**config.mk**
```make
export PLATFORM = sky130hd
export DESIGN_NAME = mtf_encoder
export DESIGN_NICKNAME = d
export VERILOG_FILES = /design/src/rtl/mtf_encoder.sv
export SDC_FILE = /design/constraint.sdc
export NUM_CORES = 2
export LEC_CHECK = 0
export CAP_MARGIN = 20
export CORE_MARGIN = 1
export CORE_UTILIZATION = 42
export CTS_BUF_LIST = sky130_fd_sc_hd__clkbuf_4
export CTS_CLUSTER_SIZE = 40
export DETAILED_ROUTE_END_ITERATION = 12
export GPL_ROUTABILITY_DRIVEN = 0
export PLACE_DENSITY = 0.65
export SLEW_MARGIN = 15
export SYNTH_ARGS = -nofsm -noshare
export SYNTH_HDL_FRONTEND = slang
export SYNTH_SLANG_ARGS = --single-unit
```
**constraint.sdc**
```tcl
create_clock -name i_clk -period 35.8 [get_ports i_clk]
set_input_delay 7.16 -clock i_clk [delete_from_list [all_inputs] [get_ports i_clk]]
set_output_delay 7.16 -clock i_clk [all_outputs]
set_load 0.05 [all_outputs]
```
**src/rtl/mtf_encoder.sv**
```systemverilog
// mtf_encoder: move-to-front encoder for the BWT output stream.
// Each accepted byte is replaced by its rank in a 256-entry recency list,
// and then moved to the front. The search and the shift are done in one pass,
// at one list entry per cycle. A block of `length` symbols is programmed by
// `start`. Completion raises `done_flag`.
//
// Ports:
//   i_clk, i_rst_n       clock, asynchronous active-low reset
//   i_start, i_length    block start pulse and symbol count (sampled on start)
//   i_in_char/i_in_valid input symbol stream; o_in_ready accepts a symbol
//   o_out_rank/valid     registered rank output; i_out_ready consumes it
//   o_done_flag          all symbols of the block emitted
module mtf_encoder (
    input  logic       i_clk,
    input  logic       i_rst_n,
    input  logic       i_start,
    input  logic [9:0] i_length,
    input  logic [7:0] i_in_char,
    input  logic       i_in_valid,
    output logic       o_in_ready,
    output logic [7:0] o_out_rank,
    output logic       o_out_valid,
    input  logic       i_out_ready,
    output logic       o_done_flag
);

    typedef enum logic [2:0] {StWait, StInit, StIdle, StScan, StOut, StDone} state_t;

    state_t     r_state;
    logic [9:0] r_len;
    logic [9:0] r_emit_cnt;
    logic [7:0] r_init_cnt;
    logic       r_init_last;  // all 256 entries written, leave INIT next edge
    logic [7:0] r_sym;
    logic [7:0] r_idx;
    logic [7:0] r_carry;
    logic       r_in_ready;
    logic       r_out_valid;
    logic [7:0] r_out_rank;
    logic       r_done_flag;

    logic [7:0] r_table [256];

    logic       w_wr_en;
    logic [7:0] w_wr_addr;
    logic [7:0] w_wr_data;
    logic [7:0] w_rd_data;
    logic       w_match;
    logic [9:0] w_emit_next;

    assign w_rd_data   = r_table[r_idx];
    assign w_match     = (w_rd_data == r_sym);
    assign w_emit_next = r_emit_cnt + 10'd1;

    // List write port. A pending start suppresses writes, because INIT rebuilds the list anyway.
    always_comb begin
        w_wr_en   = 1'b0;
        w_wr_addr = r_idx;
        w_wr_data = r_carry;
        if (!i_start) begin
            case (r_state)
                StInit: begin
                    if (!r_init_last) begin
                        w_wr_en   = 1'b1;
                        w_wr_addr = r_init_cnt;
                        w_wr_data = r_init_cnt;
                    end
                end
                StScan: begin
                    // Entry 0 takes the new symbol. Later entries take the carried-down entry.
                    // A hit at entry 0 leaves the list unchanged.
                    w_wr_en   = !((r_idx == 8'd0) && w_match);
                    w_wr_data = (r_idx == 8'd0) ? r_sym : r_carry;
                end
                default: ;
            endcase
        end
    end

    always_ff @(posedge i_clk) begin
        if (w_wr_en) begin
            r_table[w_wr_addr] <= w_wr_data;
        end
    end

    always_ff @(posedge i_clk or negedge i_rst_n) begin
        if (!i_rst_n) begin
            r_state     <= StWait;
            r_len       <= 10'd0;
            r_emit_cnt  <= 10'd0;
            r_init_cnt  <= 8'd0;
            r_init_last <= 1'b0;
            r_sym       <= 8'd0;
            r_idx       <= 8'd0;
            r_carry     <= 8'd0;
            r_in_ready  <= 1'b0;
            r_out_valid <= 1'b0;
            r_out_rank  <= 8'd0;
            r_done_flag <= 1'b0;
        end else if (i_start) begin
            r_state     <= StInit;
            r_len       <= i_length;
            r_emit_cnt  <= 10'd0;
            r_init_cnt  <= 8'd0;
            r_init_last <= 1'b0;
            r_in_ready  <= 1'b0;
            r_out_valid <= 1'b0;
            r_done_flag <= 1'b0;
        end else begin
            case (r_state)
                StInit: begin
                    if (!r_init_last) begin
                        r_init_cnt <= r_init_cnt + 8'd1;
                        if (r_init_cnt == 8'hFF) begin
                            r_init_last <= 1'b1;
                        end
                    end else if (r_len == 10'd0) begin
                        r_state     <= StDone;
                        r_done_flag <= 1'b1;
                    end else begin
                        r_state    <= StIdle;
                        r_in_ready <= 1'b1;
                    end
                end
                StIdle: begin
                    if (i_in_valid && r_in_ready) begin
                        r_sym      <= i_in_char;
                        r_idx      <= 8'd0;
                        r_in_ready <= 1'b0;
                        r_state    <= StScan;
                    end
                end
                StScan: begin
                    if (w_match) begin
                        r_out_rank  <= r_idx;
                        r_out_valid <= 1'b1;
                        r_state     <= StOut;
                    end else begin
                        r_carry <= w_rd_data;
                        r_idx   <= r_idx + 8'd1;
                    end
                end
                StOut: begin
                    if (i_out_ready) begin
                        r_out_valid <= 1'b0;
                        r_emit_cnt  <= w_emit_next;
                        if (w_emit_next == r_len) begin
                            r_state     <= StDone;
                            r_done_flag <= 1'b1;
                        end else begin
                            r_state    <= StIdle;
                            r_in_ready <= 1'b1;
                        end
                    end
                end
                default: ;  // WAIT and DONE leave only on start
            endcase
        end
    end

    assign o_in_ready  = r_in_ready;
    assign o_out_rank  = r_out_rank;
    assign o_out_valid = r_out_valid;
    assign o_done_flag = r_done_flag;

endmodule

```
==> summary by stage <==
Run status
The run finished with clean final reports.

GRT
The number of antenna violations at the first check in global routing was 10. In the global route stage, overall resource usage came out at 22.9%. The first global-routing pass estimated 331000 um of wire. Entering global routing, the biggest net connects 201 pins.

Global routing finished with a remaining overflow of 0. The number of global-route vias before repair is 46.4k.

Pwr
The ratio of total power to cell area is 85.9 nW/um^2. The design draws 8.11 mW. The analysis attributes to cell leakage a power of 30.2 nW. The share of total power in the clock network is 24.9%. Summed over all nets, the switching power comes to 3.01 mW. Net switching is 37.2% of the power. Combinational cells account for 34.6% of the total power. In this run, flip-flops and latches consume 40.6% of the power. The peak ir drop on the vdd network is 0.0000900 V. The internal power summed over all cells is 5.10 mW.

Timing
The number of slew-limit violations in the final report came to 0. At the pin with the least slew margin, the transition time is 1200 ps. After layout, the worst path uses 28.8% of the clock period. Setup repair after global routing left no endpoint under its margin. The worst slack on hold paths is 475 ps. The worst clock skew is 143 ps. Measured against its own limit, the worst slew margin works out to 19.4%.

The total negative slack for setup checks is 0 ps. Across all setup checks in the final design, the least slack found is 25510 ps. Timing would allow up to 97.2 MHz. The final setup violation count is 0. The clock period could shrink to 10290 ps. The number of hold violations in the final report was 0.

Yosys
For this run, asynchronously set or reset flops after synthesis account for 3.17%. During synthesis, Yosys emitted a total of 0 warnings. After Yosys synthesis, full adders, half adders and majority gates account for 0.0597% of the synthesized area.

In the synthesized netlist the dominant register cell turns out to be edfxtp_1. Summing the areas of all compound-gate instances in the mapped netlist gives 3.43% of the synthesized area. Yosys mapped a number of flops with a built-in enable equal to 2048. The mapped netlist covers 83900 um^2. The sequential area share after synthesis is 75.3%.

Of the total synthesized cell area, the portion taken by XOR and XNOR cells is 0.407%. The count of state elements after synthesis is 2115. When the netlist entered floorplanning its net count stood at 4282.

Counting every instance in the synthesized netlist gives 4255. By area, the combinational part of the netlist is dominated by multiplexers. Averaged over all synthesized cells, the footprint is 19.7 um^2. The multiplexer share of the synthesized area is 14.9%. Of the total synthesized cell area, the portion taken by AND, OR, NAND and NOR gates is 4.17%. After synthesis, the netlist uses 80 different library cells.

Critical path
The startpoint identified for the worst register-to-register timing path is r_idx[0]. At the worst endpoint, the required time is 36690 ps. The worst setup path is captured at a register. In this run the register-to-register setup slack is 26260 ps.

The endpoint identified for the worst register-to-register timing path is r_table[241][0]. The number of cell instances on the worst register-to-register path is 16. The path type of the worst setup path is input pin to register.

In this run the worst path has a maximum fanout of 48. The data arrival time of the critical path is 11190 ps. STA classifies the critical path startpoint as an input pin.

Detailed routing
The total wirelength of the detailed-routed design is 234000 um. For this run, design rule violations remaining after detail routing come to 0. In the final routing, the length of wire on met1 measures 88500 um.

Routed signal wires occupy layers up through met5. After detailed routing, the met2 layer carries 109000 um of wire. The number of vias per cell after detailed routing is 5.97. Summed over all nets, wire length on met3 after detailed routing comes to 26300 um. The routed layout has 46.1k vias. The count of nets left with antenna violations once routing finished came out at 0. In this run, the number of DRC markers left after iteration 0 of detailed routing was 6155. The per-cell routed wire length is 30.3 um. The number of iterations in the first detailed-routing pass is 10.

Cells and area
The final-stage net count is 4748. The growth of design area from synthesis to finish is 12.5%. For this run, the number of standard cells in the final layout without fillers is 7719. The share of the core filled with cells in the final layout is 47.7%. The fraction of layout cells with a size suffix above 1 is 30.7%. The area taken by flip-flops and latches is 63200 um^2. The finished cells cover 94400 um^2.

The fill cell instance count of the final layout is 16.5k. In the final layout, the multi-input gates occupy 19800 um^2.

Clock tree
The number of CTS-inserted buffers is 552. In this run the number of H-tree levels came out at 6. The count of hold buffers inserted by post-cts repair is 0.

The number of gates resized after CTS was 0. The clock drives 2115 sinks. The clock passes through at most 4 buffers. The TritonCTS clock tree is yes. The clock input transition at the sequential cells of the worst setup and hold paths is 60 ps. The clock insertion delay at the later pin of the skew report is 1380 ps. The tree is rooted in a clkbuf_4. The setup fix buffers added after clock tree synthesis is 0.

Min path
The type of the tightest min-delay check is register to register. For hold timing, the worst endpoint is o_out_valid. The cell depth of the worst min-delay path is 1. In this run the most critical hold path is launched from o_out_valid.

Die
The area of the core is 198000 um^2. The floorplan step defined a die boundary enclosing 202000 um^2. The starting utilization of the core area is 42.4%.

The floorplan die width is 449 um. After floorplanning, the core was divided into 163 placement rows. The die height is 449 um. The I/O pin count is 34.

Placement
The number of placed instances, taps included is 6789. The placed cell area is 87500 um^2. The HPWL after detailed placement is 139000 um. The number of I/O port buffers is 33.

The worst slack after detailed placement is 24280 ps.

Job
Across the run, the number of max-cap violations was 0.
## worst max-delay path by stage
stage | depth (start not counted) | slack [ps] | start | to
6_report | 7 | 25510 | i_start | r_table[208][2]
5_1_grt | 7 | 25510 | i_start | r_table[64][1]
4_1_cts | 7 | 25750 | i_start | r_table[176][2]
3_5_place_dp | 7 | 24280 | i_start | r_table[48][0]
3_3_place_gp | 8 | 24500 | i_start | r_table[208][3]
2_1_floorplan | 4 | 15980 | i_start | r_table[0][2]
## synth_stat cells (all sizes together), types with 5 or more instances
| library cell | n | area [um^2] |
|---|---|---|
| edfxtp | 2048 | 61500 |
| mux4 | 447 | 10100 |
| nor2 | 229 | 867 |
| nand2 | 197 | 739 |
| mux2i | 191 | 1910 |
| buf | 157 | 995 |
| a22oi | 109 | 818 |
| clkbuf | 99 | 372 |
| dfrtp | 67 | 1680 |
| a21oi | 62 | 310 |
| nor3 | 61 | 305 |
| nand3 | 59 | 300 |
| nor2b | 56 | 350 |
| mux2 | 49 | 552 |
| nor4 | 41 | 257 |
| o21ai | 39 | 195 |
| a31oi | 29 | 203 |
| a221oi | 26 | 228 |
| nand4 | 21 | 146 |
| xor2 | 21 | 184 |
| and2 | 19 | 119 |
| xnor2 | 18 | 158 |
| and3 | 16 | 100 |
| inv | 16 | 60.1 |
| o22ai | 15 | 100 |
| a22o | 13 | 114 |
| o221ai | 13 | 114 |
| o31ai | 13 | 97.6 |
| nand2b | 11 | 68.8 |
| a211oi | 9 | 72.6 |
| nand3b | 9 | 67.6 |
| o211ai | 9 | 67.6 |
| a31o | 8 | 70.1 |
| a32oi | 8 | 70.1 |
| a2111oi | 5 | 63.8 |
| nor3b | 5 | 37.5 |
## worst max-delay path, stage by stage
cell and delay, ps:
buf_2 100, buf_4 290, nand2b_1 440, nor3_1 460, or2_2 680, nand2_1 870, nor3_1 1130
## cells in the final DEF, fill, tap and decap left out, drive strengths merged, types with 62 or more instances in the layout
cell type	synthesis	layout
a21oi	62	62
a22oi	109	109
buf	157	132
clkbuf	99	789
clkinv	0	90
dfrtp	67	67
edfxtp	2048	2048
mux2i	191	191
mux4	447	447
nand2	197	197
nor2	229	229
## power groups by stage
stage / Sequential, mW / Combinational [mW] / Clock [mW]
finish: 3.29 / 2.80 / 2.02
global route: 3.29 / 2.87 / 2.17
CTS: 3.29 / 2.74 / 2.05
detailed placement: 3.35 / 2.74 / 0
global placement: 3.34 / 2.69 / 0
floorplan: 3.47 / 1.58 / 0
## final cells by class
cell class,instances,area share [%]
Inverter,16,0.101
Timing Repair Buffer,168,1.54
Antenna cell,12,0.0318
Tap cell,2640,3.50
Sequential cell,2115,66.9
Clock buffer,784,6.23
Clock inverter,116,0.712
Multi-Input combinational cell,1868,20.9
## metal layers
| metal | up-vias | global-route usage (%) |
|---|---|---|
| li1 | 18800 | - |
| met1 | 23800 | 30.4 |
| met2 | 2961 | 35.2 |
| met3 | 582 | 6.49 |
| met4 | 2 | 10.3 |
| met5 | - | 0 |
## kinds of logic (layout without fill, tap and decap cells)
logic type / count (synthesis) / in the layout
flip-flops: 2115 / 2115
AND/OR/NAND/NOR: 741 / 741
multiplexers: 687 / 687
AO/OA/AOI/OAI: 397 / 397
buffers and inverters: 272 / 1084
XOR/XNOR: 39 / 39
adder cells (fa/ha/maj): 4 / 4
other: 0 / 12
## state kept, by name, indices dropped and copies added, names as in the netlist, 3 cells and up
| name | count |
|---|---|
| r_init_cnt | 8 |
| r_sym | 8 |
| r_emit_cnt | 10 |
| o_out_rank | 8 |
| r_table | 2048 |
| r_len | 10 |
| r_idx | 8 |
| r_carry | 8 |
| r_state | 3 |
(Power assumes the default switching activity.)
